File: config.mk
export PLATFORM = sky130hd
export DESIGN_NAME = mem_access_unit
export DESIGN_NICKNAME = d
export VERILOG_FILES = /design/src/rtl/mem_access_unit.sv
export SDC_FILE = /design/constraint.sdc
export NUM_CORES = 1
export LEC_CHECK = 0
export ABC_AREA = 1
export CAP_MARGIN = 5
export CORE_UTILIZATION = 47
export DETAILED_ROUTE_END_ITERATION = 8
export PLACE_DENSITY = 0.89
export SYNTH_ARGS = -nofsm -noshare
export SYNTH_HDL_FRONTEND = slang
export SYNTH_SLANG_ARGS = --single-unit
File: constraint.sdc
create_clock -name clk -period 7.9 [get_ports clk]
set_input_delay 1.975 -clock clk [delete_from_list [all_inputs] [get_ports clk]]
set_output_delay 1.975 -clock clk [all_outputs]
set_load 0.02 [all_outputs]
File: src/rtl/mem_access_unit.sv
// rtl/mem_access_unit.sv - MEM-stage data memory access unit with size/alignment checks and timeout
module mem_access_unit #(
    parameter int unsigned TIMEOUT = 255
) (
    input  logic        clk,
    input  logic        rst,
    input  logic        valid,
    input  logic [31:0] inALUOutput,
    input  logic [31:0] inStoreData,
    input  logic [4:0]  inRd,
    input  logic        inRegWrite,
    input  logic        inMemtoReg,
    input  logic        inMemRead,
    input  logic        inMemWrite,
    input  logic [2:0]  inFunct3,
    output logic        dmemReq,
    output logic        dmemWe,
    output logic [31:0] dmemAddr,
    output logic [31:0] dmemWData,
    output logic [3:0]  dmemBe,
    input  logic [31:0] dmemRData,
    input  logic        dmemAck,
    output logic [31:0] writeALUOutput,
    output logic [31:0] writeDataOutput,
    output logic [4:0]  writeRd,
    output logic        writeRegWrite,
    output logic        writeMemtoReg,
    output logic        memwbEn,
    output logic        stall,
    output logic        memFault
);

    typedef enum logic [1:0] {
        S_IDLE = 2'd0,
        S_REQ  = 2'd1,
        S_DONE = 2'd2
    } state_t;

    localparam int CW = ($clog2(TIMEOUT + 1) > 8) ? $clog2(TIMEOUT + 1) : 8;
    localparam logic [CW-1:0] CNT_LAST = CW'(TIMEOUT - 1);

    state_t        state_q, state_d;
    logic [CW-1:0] cnt_q, cnt_d;
    logic [31:0]   addr_q, addr_d;
    logic [31:0]   wdata_q, wdata_d;
    logic [3:0]    be_q, be_d;
    logic [4:0]    rd_q, rd_d;
    logic          regwrite_q, regwrite_d;
    logic          memtoreg_q, memtoreg_d;
    logic          we_q, we_d;
    logic [2:0]    f3_q, f3_d;
    logic [31:0]   data_q, data_d;
    logic          abort_q, abort_d;

    logic          mem_op;
    logic          legal;
    logic [3:0]    cap_be;
    logic [31:0]   cap_wdata;
    logic [31:0]   rd_shifted;
    logic [31:0]   load_ext;

    assign mem_op = valid & (inMemRead | inMemWrite);

    // Stores only exist as SB/SH/SW; the unsigned encodings are load-only.
    always_comb begin
        legal = 1'b0;
        case (inFunct3)
            3'b000: legal = 1'b1;
            3'b100: legal = ~inMemWrite;
            3'b001: legal = ~inALUOutput[0];
            3'b101: legal = ~inALUOutput[0] & ~inMemWrite;
            3'b010: legal = (inALUOutput[1:0] == 2'b00);
            default: legal = 1'b0;
        endcase
    end

    always_comb begin
        cap_be    = 4'b1111;
        cap_wdata = inStoreData;
        case (inFunct3[1:0])
            2'b00: begin
                cap_be    = 4'b0001 << inALUOutput[1:0];
                cap_wdata = {4{inStoreData[7:0]}};
            end
            2'b01: begin
                cap_be    = 4'b0011 << inALUOutput[1:0];
                cap_wdata = {2{inStoreData[15:0]}};
            end
            default: begin
                cap_be    = 4'b1111;
                cap_wdata = inStoreData;
            end
        endcase
    end

    // Alignment is already guaranteed, so shifting the word down by the byte offset puts the lane at bit 0.
    assign rd_shifted = dmemRData >> {addr_q[1:0], 3'b000};

    always_comb begin
        load_ext = rd_shifted;
        case (f3_q)
            3'b000:  load_ext = {{24{rd_shifted[7]}}, rd_shifted[7:0]};
            3'b100:  load_ext = {24'b0, rd_shifted[7:0]};
            3'b001:  load_ext = {{16{rd_shifted[15]}}, rd_shifted[15:0]};
            3'b101:  load_ext = {16'b0, rd_shifted[15:0]};
            default: load_ext = rd_shifted;
        endcase
    end

    assign dmemAddr  = {addr_q[31:2], 2'b00};
    assign dmemWData = wdata_q;

    always_comb begin
        state_d    = state_q;
        cnt_d      = cnt_q;
        addr_d     = addr_q;
        wdata_d    = wdata_q;
        be_d       = be_q;
        rd_d       = rd_q;
        regwrite_d = regwrite_q;
        memtoreg_d = memtoreg_q;
        we_d       = we_q;
        f3_d       = f3_q;
        data_d     = data_q;
        abort_d    = abort_q;

        dmemReq         = 1'b0;
        dmemWe          = 1'b0;
        dmemBe          = 4'b0000;
        stall           = 1'b0;
        memwbEn         = 1'b1;
        memFault        = 1'b0;
        writeALUOutput  = inALUOutput;
        writeDataOutput = 32'b0;
        writeRd         = inRd;
        writeRegWrite   = inRegWrite;
        writeMemtoReg   = inMemtoReg;

        case (state_q)
            S_IDLE: begin
                if (mem_op) begin
                    if (legal) begin
                        addr_d     = inALUOutput;
                        wdata_d    = cap_wdata;
                        be_d       = cap_be;
                        rd_d       = inRd;
                        regwrite_d = inRegWrite;
                        memtoreg_d = inMemtoReg;
                        we_d       = inMemWrite;
                        f3_d       = inFunct3;
                        data_d     = 32'b0;
                        abort_d    = 1'b0;
                        cnt_d      = '0;
                        stall      = 1'b1;
                        memwbEn    = 1'b0;
                        state_d    = S_REQ;
                    end else begin
                        memFault      = 1'b1;
                        writeRegWrite = 1'b0;
                    end
                end
            end
            S_REQ: begin
                dmemReq        = 1'b1;
                dmemWe         = we_q;
                dmemBe         = be_q;
                stall          = 1'b1;
                memwbEn        = 1'b0;
                writeALUOutput = addr_q;
                writeRd        = rd_q;
                writeRegWrite  = regwrite_q;
                writeMemtoReg  = memtoreg_q;
                // An ack arriving on the last allowed cycle still completes normally.
                if (dmemAck) begin
                    data_d  = we_q ? 32'b0 : load_ext;
                    state_d = S_DONE;
                end else if (cnt_q == CNT_LAST) begin
                    memFault = 1'b1;
                    abort_d  = 1'b1;
                    state_d  = S_DONE;
                end else begin
                    cnt_d = cnt_q + 1'b1;
                end
            end
            S_DONE: begin
                writeALUOutput  = addr_q;
                writeDataOutput = data_q;
                writeRd         = rd_q;
                writeRegWrite   = regwrite_q & ~abort_q;
                writeMemtoReg   = memtoreg_q;
                state_d         = S_IDLE;
            end
            default: begin
                state_d = S_IDLE;
            end
        endcase
    end

    always_ff @(posedge clk or posedge rst) begin
        if (rst) begin
            state_q    <= S_IDLE;
            cnt_q      <= '0;
            addr_q     <= 32'b0;
            wdata_q    <= 32'b0;
            be_q       <= 4'b0;
            rd_q       <= 5'b0;
            regwrite_q <= 1'b0;
            memtoreg_q <= 1'b0;
            we_q       <= 1'b0;
            f3_q       <= 3'b0;
            data_q     <= 32'b0;
            abort_q    <= 1'b0;
        end else begin
            state_q    <= state_d;
            cnt_q      <= cnt_d;
            addr_q     <= addr_d;
            wdata_q    <= wdata_d;
            be_q       <= be_d;
            rd_q       <= rd_d;
            regwrite_q <= regwrite_d;
            memtoreg_q <= memtoreg_d;
            we_q       <= we_d;
            f3_q       <= f3_d;
            data_q     <= data_d;
            abort_q    <= abort_d;
        end
    end

endmodule

Word-level counts from Yosys, hierarchy flattened. Cells that the tools add are included.

Output and inout bits: 144. Latch bits: 0. Memories kept: 0. Input port bits: 112. Memory bits (writable): 0. Register bits: 122. Word-level logic and storage cells: 97. Bits in read-only memories: 0.

Reduce and logical (&&, ||, !) cells: 12. Muxes and demuxes: 44. Div/mod/pow operators: 0. Eq/ne operators: 18. Magnitude comparators: 0. $add $sub $neg: 1. $mul: 0. Bitwise operators: 7. Shift operators: 3.

Operators by type and width (count): two-way mux 32 bit (6); case mux 32 bit (2 select lines) (2); case mux 32 bit (4 select lines) (1); two-way mux 8 bit (4); >> shifter 32 x 5 -> 32 bit (1); two-way mux 1 bit (16); case mux 8 bit (2 select lines) (1); equality test 3 bit, second input constant (4); != test 2 bit, second input constant (6); AND reduction 5 bit (2); adder 8 x 1 -> 8 bit, second input constant (1); equality test 8 bit, second input constant (1); two-way mux 2 bit (4); case mux 1 bit (2 select lines) (4); case mux 4 bit (2 select lines) (1); equality test 3 x 1 -> 1 bit, second input constant (2); logical NOT 2 bit (3); logical NOT 3 bit (2); AND reduction 3 bit (2); two-way mux 5 bit (1); case mux 1 bit (5 select lines) (1); equality test 2 x 1 -> 1 bit, second input constant (2); two-way mux 4 bit (1); case mux 2 bit (2 select lines) (1); 12 further kinds (16).

Longest topological paths before layout.
Depth after elaboration: 6. Gate-level depth with buffers: 11. Mapped depth without buffers: 10.

Worst setup path after synthesis. OpenSTA, ideal clock, no wires.

Kind: input -> output. From: input inFunct3[1]. To: output stall. Stages: 10. Path slack: 2947 ps. Arrival time: 2978 ps. Path buffers: 3. Data required time: 5925 ps. Cell sequence: inv_2 buf_6 nand2_1 nand2_1 nand3_2 nor2_2 inv_2 buf_2 buf_6 nand2_1.

Cells in the longest elaborated chain, start to end: 5. Elaborated cells between the ends (all ways): 9. Those cells by class: eq/ne (4); mux (4); reduce/logical (1).

RTL lines: start, declared (RTL line 15) `input logic [2:0] inFunct3,`; equality test 3 x 2 -> 1 bit (tied with other cells) (RTL line 67) `case (inFunct3)`; case mux 1 bit (5 select lines) (*) (RTL line 67); two-way mux 1 bit (*) (RTL line 142) `if (legal) begin`; two-way mux 1 bit (*) (RTL line 141) `if (mem_op) begin`; case mux 1 bit (2 select lines) (*) (RTL line 139) `case (state_q)`; end, declared (RTL line 29) `output logic stall,`.

Every way passes the cells marked *; elsewhere a longest branch is shown, timed or not.

Worst setup path after layout. Ends and elaborated chain as after synthesis.

==> summary.log <==
[worst_setup_path] number of buffer and inverter instances along the worst setup path 5
[timing] number of pins with negative max-slew slack in the final report 0
[worst_setup_path] kind of critical path in2out
[synth] register bit count reported by yosys 122
[timing] final setup skew 9.47 ps
[timing] Min Clock Period, post-route 6340 ps
[synth] library cell with the largest summed area after synthesis dfrtp_1
[timing] tightest slew margin relative to the limit 24.3%
[timing] Fin Setup TNS 0 ps
[clocking] number of buffers added by the clock tree synthesis step 17
[worst_setup_path] library cell contributing the largest single delay on the critical path clkdlybuf4s50_1
[clocking] number of buffers inserted by hold repair at cts 0
[clocking] worst-skew pair later-pin latency 420 ps
[clocking] clock root buffer clkbuf_16
[layout] post-route design area 10100 µm²
[floorplan] io pins 256
[placement] count of input and output buffers 253
[floorplan] Die W 127 µm
[synth] Post-Syn Area per Cell 7.14 µm²
[worst_setup_path] path depth of the worst reg2reg path 7
[synth] share of synthesized registers carrying an async set or reset 100%
[timing] setup repair after global routing missed its margin false
[run_status] outcome finished clean
[power] P per Cell Area 407 nW/µm²
[power] worst IR drop on VDD 0.000334 V
[routing] post-route DRC violation count 0
[routing] detailed-route wire length per cell 15.0 µm
[power] static power due to leakage 0.00506 µW
[timing] post-route clock period utilization 80.2%
[routing] Post-Route WL 21100 µm
[synth] count of warnings emitted by yosys 0
[worst_setup_path] top fanout value on the critical path 43
[timing] slew at the pin with the worst max-slew slack 1140 ps
[floorplan] height of the die 127 µm
[placement] cell area after placement 9520 µm²
[placement] routability congestion estimate from global placement 0.919
[routing] DRT antenna net count 0
[synth] proportion of synthesized chip area in sequential cells 41.9%
[clocking] clock tree from TritonCTS built
[placement] final HPWL from detailed placement 14900 µm
[worst_hold_path] worst min-delay path category reg2reg
[floorplan] area of the die 16000 µm²
[grt] largest net degree at the start of global routing 98
[routing] via count 7300
[worst_setup_path] Crit Reg-Reg Endpoint data_q[26]
[synth] commonest register cell after synthesis dfrtp_1
[synth] number of enable flip-flop cells after synthesis 0
[synth] Netlist cell types 28
[worst_hold_path] worst hold stages 2
[routing] average vias per placed instance 5.18
[layout] fill cell instance count of the final layout 1251
[clocking] Clock Path Buffers 2
[worst_setup_path] type of element launching the critical path primary input
[grt] remaining global-route overflow 0
[worst_setup_path] critical path's largest stage delay 550 ps
[synth] Synth top area share 41.9%
[grt] overall fraction of global-route tracks in use 26.9%
[grt] number of global-route vias before repair 6877
[synth] most frequent cells after synthesis nand2_1 (414), dfrtp_1 (122), inv_1 (100)
[floorplan] Core Region 15100 µm²
[clocking] number of H-tree branching levels 4
[worst_setup_path] Reg-to-Reg Start addr_q[0]
[timing] f_max 0.158 GHz
[grt] number of antenna violations at the first check in global routing 0
[clocking] number of clock sinks seen by CTS 122
[floorplan] effective utilization at floorplan 48.1%
[worst_setup_path] cell mode on critical path nand2_1
[timing] count of final hold-check violations 0
[worst_setup_path] flop2flop setup slack 5100 ps
[layout] net total in the final layout 1327
[grt] wire length of the first global-routing pass 33700 µm
[worst_setup_path] Worst Setup End Kind output pin
[worst_hold_path] start point of the worst min-delay path be_q[2]
[worst_setup_path] cell-by-cell listing of the critical path clkdlybuf4s50_1 > buf_4 > inv_2 > nand2_1 > nand2_1 > nand3_2 > nor2_2 > inv_4 > nand2_1 > clkdlybuf4s50_1
[routing] initial DRC count 608
[layout] number of diodes 0
[layout] layout-stage area growth over the synthesis result 38.6%
[flow_run] number of maximum-capacitance constraint violations 0
[layout] share of layout cells above drive strength 1 8.18%
[routing] first-pass iteration count of the detailed router 5
[synth] Cell Area, Synth 7290 µm²
[worst_hold_path] end point of the most critical hold path be_q[2]
[synth] dominant cells by area after synthesis dfrtp_1 (42%), nand2_1 (21%), o21ai_2 (5.5%)
[worst_setup_path] Crit path max-delay family buffers and inverters
[synth] count of mapped cells out of synthesis 1021
[clocking] register clock-pin slew on the reported worst setup and hold paths 60 ps
[synth] dominant cell by count in the synthesized netlist nand2_1
[floorplan] number of rows created at floorplan 45
[worst_setup_path] Crit path arrival time 4360 ps
[timing] final setup fails 0
[worst_setup_path] Worst EP required 5930 ps
[clocking] number of gates resized after cts 0
[clocking] Post-CTS Setup Inserts 0
-- area by class of cell --
class	count	area, µm²	area share [%]
Sequential cell	122	3050	30.2
Inverter	107	407	4.03
Tap cell	188	235	2.33
Clock buffer	21	460	4.56
Timing Repair Buffer	259	2580	25.5
Clock inverter	11	121	1.20
Multi-Input combinational cell	702	3250	32.1
-- worst register-to-register path, stage by stage, from the launching register on --
cell and delay, ps:
dfrtp_1 940, inv_2 540, nand2_1 250, nand3_1 160, nand3_4 210, nand3_2 300, nand3_1 220, nand2_1 60
-- through the flow --
stage | utilization (%) | total power (µW) | worst slack, ps | hold slack (ps) | std cells
after floorplan | - | 2510 | 2680 | 442 | 1022
after global placement | 62.8 | 3300 | 1600 | 457 | 1378
after detailed placement | 62.8 | 3340 | 1580 | 459 | 1378
after CTS | 66.7 | 4130 | 1570 | 473 | 1410
after global routing | 66.7 | 4370 | 1420 | 495 | 1410
final | 66.7 | 4120 | 1560 | 473 | 1410
-- state kept, by name (all words and copies together), names as in the netlist --
name / flops
addr_q: 32
data_q: 32
dmemWData: 32
cnt_q: 8
rd_q: 5
be_q: 4
f3_q: 3
state_q: 2
abort_q: 1
memtoreg_q: 1
regwrite_q: 1
we_q: 1
-- logic make-up (layout without fill, tap and decap cells) --
family,after synthesis,count (layout),share of synthesized area (%)
DFF,122,122,41.9
and+or+nand+nor,501,501,27.4
buffers and inverters,198,398,13.7
other,1,2,0.0515
adders and majority gates,6,6,1.03
xor gates and xnor gates,4,4,0.481
AOI/OAI and AO/OA,189,189,15.5
-- metal layers --
layer / global-route usage, % / share of wire (%) / wire length [µm]
met5: 0 / 0 / 0
met4: 9.57 / 1.9 / 397
met3: 9.36 / 9.9 / 2100
met2: 46.2 / 49 / 10400
met1: 31.2 / 39 / 8230
-- worst max-delay path by stage --
| stage | from | end | slack (ps) | cells past startpoint |
|---|---|---|---|---|
| 2_1_floorplan | rst | abort_q | 2680 | 1 |
| 3_3_place_gp | inFunct3[1] | stall | 1600 | 10 |
| 3_5_place_dp | inFunct3[1] | stall | 1580 | 10 |
| 4_1_cts | inFunct3[1] | stall | 1570 | 10 |
| 5_1_grt | inFunct3[1] | stall | 1420 | 10 |
| 6_report | inFunct3[1] | stall | 1560 | 10 |
-- power by group --
group          internal, µW  switching, µW  total, µW
Combinational           928           1340       2270
Clock                   479            285        763
Sequential              871            209       1080
-- cells in the final DEF (no fill, tap or decap), drive strengths merged --
cell type      synthesis  layout
nand2                415     415
clkdlybuf4s50          0     253
o21ai                136     136
dfrtp                122     122
inv                  107     107
nand3                 61      61
a21oi                 51      51
nor2                  21      21
clkbuf                24      21
buf                   67       6
ha                     6       6
clkinvlp               0       5
clkinv                 0       4
xor2                   3       3
nand4                  2       2
nor3                   2       2
conb                   1       2
bufinv                 0       2
xnor2                  1       1
a22oi                  1       1
o22ai                  1       1
(Power assumes the default switching activity.)
==> edit 1: new RTL, same settings <==
Reset style: synchronous (`rst`), changed in one clocked block.
--- a/src/rtl/mem_access_unit.sv
+++ b/src/rtl/mem_access_unit.sv
@@ -196,7 +196,7 @@
         endcase
     end
 
-    always_ff @(posedge clk or posedge rst) begin
+    always_ff @(posedge clk) begin
         if (rst) begin
             state_q    <= S_IDLE;
             cnt_q      <= '0;
Formal check against the unedited RTL: differs if rst is asserted again (counterexample within 4 cycles, from zero or initial values and one cycle with rst high); with rst held inactive, the same outputs for 4 cycles.
==> edit 1 against the original RTL <==
  * Area after synthesis fell by 8.2%
  * Die area fell by 8.0%
  * Setup slack improved by 0.26 ns
  * Cell area fell by 5.9%
  * Hold slack got worse by 0.013 ns
  * Sequential cell count did not move
  * Wire length fell by 1.3%
Power is not compared: it rests on default switching activity, and its combinational part moved more than twofold at a synthesized area within 25%.
==> edit 1: results (changes against the original RTL) <==
status=complete, no violations; post-DR wirelength/cell=14.80 microns (-1.3%); Crit Path Max Fanout=21 (-51%); GRT Total Usage=0.2823 (+0.01286); GPL Wtd Cong=0.9232 (+0.45%); Fill cells=1,191 (-4.8%); Placement Cell Area=8934 sq um (-6.1%); Syn Inst Count=1,038 (+1.7%); count of different cell masters after synthesis=31 (+11%); largest net degree at the start of global routing=77 (-21%); XOR/XNOR Fraction of Synth Area=0.003925 (-0.0008816); crit path DAT=4.10 ns (-0.26 ns); Die W=121.3 microns (-4.1%); CP max stage delay=0.67 ns (+0.12 ns); top cells by count, synth=287 x nand2_1, 130 x a21oi_1, 122 x dfxtp_1; first-pass GRT wire length=32.35 mm (-3.9%); vias per cell=5.174 (about the same); top cells by area, synth=dfxtp_1 36%, nand2_1 16%, a21oi_1 9.7%, o21ai_0 7.4%, inv_1 6.2%; Post-Synth Adder-Cell Area=0.01121 (+0.0009145); DP Wirelength=14.54 mm (-2.3%); Initial DRC Count=470 (-23%); layout cell share with drive strength beyond 1=0.05203 (-0.02980); async set-or-reset flop fraction in the synthesized netlist=0 (-1.000); Final nets=1,335 (+0.60%); pin slew with the least headroom to its limit=1.157 ns (+0.02147 ns)
edit 1: cell types whose count changed after synthesis, sizes merged, moves of 16 or more:
| cell | change |
|---|---|
| dfxtp | +122 |
| nand3 | -25 |
| a21oi | +80 |
| nand2 | -123 |
| nor2 | +42 |
| dfrtp | -122 |
| o211ai | +16 |
edit 1: area by class of cell:
cell class / instances / area [sq um] / share of cell area
clock buffers: 19 / 442.9 / 0.04660
clock inverters: 13 / 127.6 / 0.01343
inverters: 114 / 427.9 / 0.04502
multi-input cells: 703 / 3266 / 0.3436
flip-flops and latches: 122 / 2442 / 0.2570
well taps: 180 / 225.2 / 0.02370
repair buffers: 259 / 2572 / 0.2707
edit 1: power by group through the flow:
stage	Sequential (W)	Combinational [W]	Clock [W]
detailed placement	0.000695	0.000506	0
floorplan	0.000695	0.000299	0
finish	0.000684	0.000509	0.000749
CTS	0.000683	0.000509	0.000756
global placement	0.000694	0.000500	0
global route	0.000689	0.000551	0.000783
edit 1: final timing paths:
kind | from | cells past startpoint | endpoint | slack (ns)
worst max-delay path | inFunct3[1] | 9 | memFault | 1.82
worst max register to register | addr_q[0] | 7 | data_q[31] | 5.09
worst min register to register | data_q[15] | 2 | data_q[15] | 0.46
worst min-delay path | data_q[15] | 2 | data_q[15] | 0.46
edit 1: cell families after synthesis:
group	count (synthesis)
AO/OA/AOI/OAI	291
XOR/XNOR	3
adder cells (fa/ha/maj)	6
buffers and inverters	214
flip-flops	122
other	1
AND/OR/NAND/NOR	401
edit 1: layer usage:
layer	global-route usage	vias to the layer above	wire (microns)
met5	0	-	0
met4	0.1204	0	584
met3	0.09305	45	1998
met2	0.4727	326	10070
met1	0.3271	3294	8219
li1	-	3631	-
==> edit 2: new RTL, config.mk and constraints unchanged <==
Made on the original files. Change the parameter `TIMEOUT` from 255 to 510.
--- a/src/rtl/mem_access_unit.sv
+++ b/src/rtl/mem_access_unit.sv
@@ -1,6 +1,6 @@
 // rtl/mem_access_unit.sv - MEM-stage data memory access unit with size/alignment checks and timeout
 module mem_access_unit #(
-    parameter int unsigned TIMEOUT = 255
+    parameter int unsigned TIMEOUT = 510
 ) (
     input  logic        clk,
     input  logic        rst,
Function: no difference found for any inputs over 4 cycles, from zero or initial values and one cycle with rst high; that may be too few to reach the edited logic, so the function may still have changed.
==> edit 2 against the original RTL <==
  * Synthesized cell count is 2.4% higher
  * Sequential cell count up 1
  * Non-clock buffer count fell by 3
  * Core utilization up 1.3 points
  * Wire length is 2.8% higher
  * Via count increased by 0.85%
  * Area after synthesis shrank 1.1%
  * Combinational power down 2%
  * Count of clock-buffer cells in the layout fell by 4
  * Power down 0.70%
  * Cell area down 0.72%
  * Setup slack improved by 0.13 ns
  * Hold slack better by 0.0012 ns
  * Largest power group unchanged
==> edit 2: results (changes against the original RTL) <==
status=complete, no violations; Seq/total area=0.3070 (+0.004684); Post-Synth Adder-Cell Area=0.01042 (+0.0001180); Clock Latency Late Sink=0.42 ns (about the same); top cells by count, synth=431 x nand2_1, 123 x dfrtp_1, 110 x o21ai_0; Synth Area in Compound Gates=0.1351 (-0.01941); DP Wirelength=15.28 mm (+2.7%); top cells by area, synth=dfrtp_1 43%, nand2_1 22%, o21ai_0 7.6%, inv_1 5.6%, buf_4 3.9%; Initial DRC Count=558 (-8.2%); Worst VDD drop=0.2679 mV (-20%); Crit Path Max Fanout=40 (-7.0%); async set-or-reset flop fraction in the synthesized netlist=1.000 (unchanged); post-synthesis sequential area ratio=0.4272 (+0.008273); Fill cells=1,178 (-5.8%); Final nets=1,348 (+1.6%); first-pass GRT wire length=34.56 mm (+2.6%); largest net degree at the start of global routing=129 (+32%); Inverters excl. clock=112 (+4.7%); Non-clk bufs=256 (-1.2%); clock-cell share of area=0.05740 (-0.0002068); number of diodes=0 (unchanged); R2R depth=8 (+1); drt pass-1 iters=6 (+1); crit path DAT=4.23 ns (-0.13 ns); Reg-to-Reg Start=state_q[1]; pin slew with the least headroom to its limit=1.241 ns (+0.1057 ns); post-route cell area=10,030 sq um (-0.72%); Placement Cell Area=9452 sq um (-0.70%); Worst Hold Launch=dmemWData[20]; multi-input logic cell count=720 (+2.6%); P_sw=0.001852 W (+0.82%); GPL Wtd Cong=0.9430 (+2.6%); vias in the first global route=6,875 (-0.029%); layout cell share with drive strength beyond 1=0.04586 (-0.03598); count of different cell masters after synthesis=27 (-3.6%); vias per cell=5.159 (-0.35%); Total Wirelength=21.73 mm (+2.8%); pre-CTS WS=1.722 ns (+0.1368 ns); fraction of area in multi-input gates=0.3154 (-0.005909); Reg clk slew, reported paths=0.06 ns (about the same); XOR/XNOR Fraction of Synth Area=0.001215 (-0.003591); Max Clock Skew=0.007773 ns (-0.001702 ns); CP max stage delay=0.68 ns (+0.13 ns); Mean Syn Cell Area=6.895 sq um (-3.4%); leak pwr=5.076 nW (+0.36%); num sequential=123 (+0.82%); fin cells=1,427 (+1.2%); Die W=125.8 microns (-0.56%); buffering overhead=0.2548 (-0.0003981)
-- edit 2: final timing paths --
path                                      end  slack (ns)
max in group asynchronous          addr_q[17]        4.61
worst max-delay path                  memwbEn        1.69
worst min-delay path            dmemWData[20]        0.47
worst min register to register  dmemWData[20]        0.47
min in group asynchronous          addr_q[25]        2.07
worst max register to register     data_q[23]        4.88
-- edit 2: per-layer routing --
metal  global-route usage  part of all wire  vias up
met5                    0                 0        -
met4               0.1276             0.036        0
met3              0.08581             0.098       47
met2               0.4350              0.45      361
met1               0.3557              0.41     3365
li1                     -                 -     3589
-- edit 2: power groups by stage --
stage | Clock, W | Combinational, W | Sequential (W)
CTS | 0.000772 | 0.00223 | 0.00108
detailed placement | 0 | 0.00222 | 0.00108
finish | 0.000765 | 0.00223 | 0.00109
global placement | 0 | 0.00218 | 0.00108
floorplan | 0 | 0.00136 | 0.00110
global route | 0.000803 | 0.00242 | 0.00112
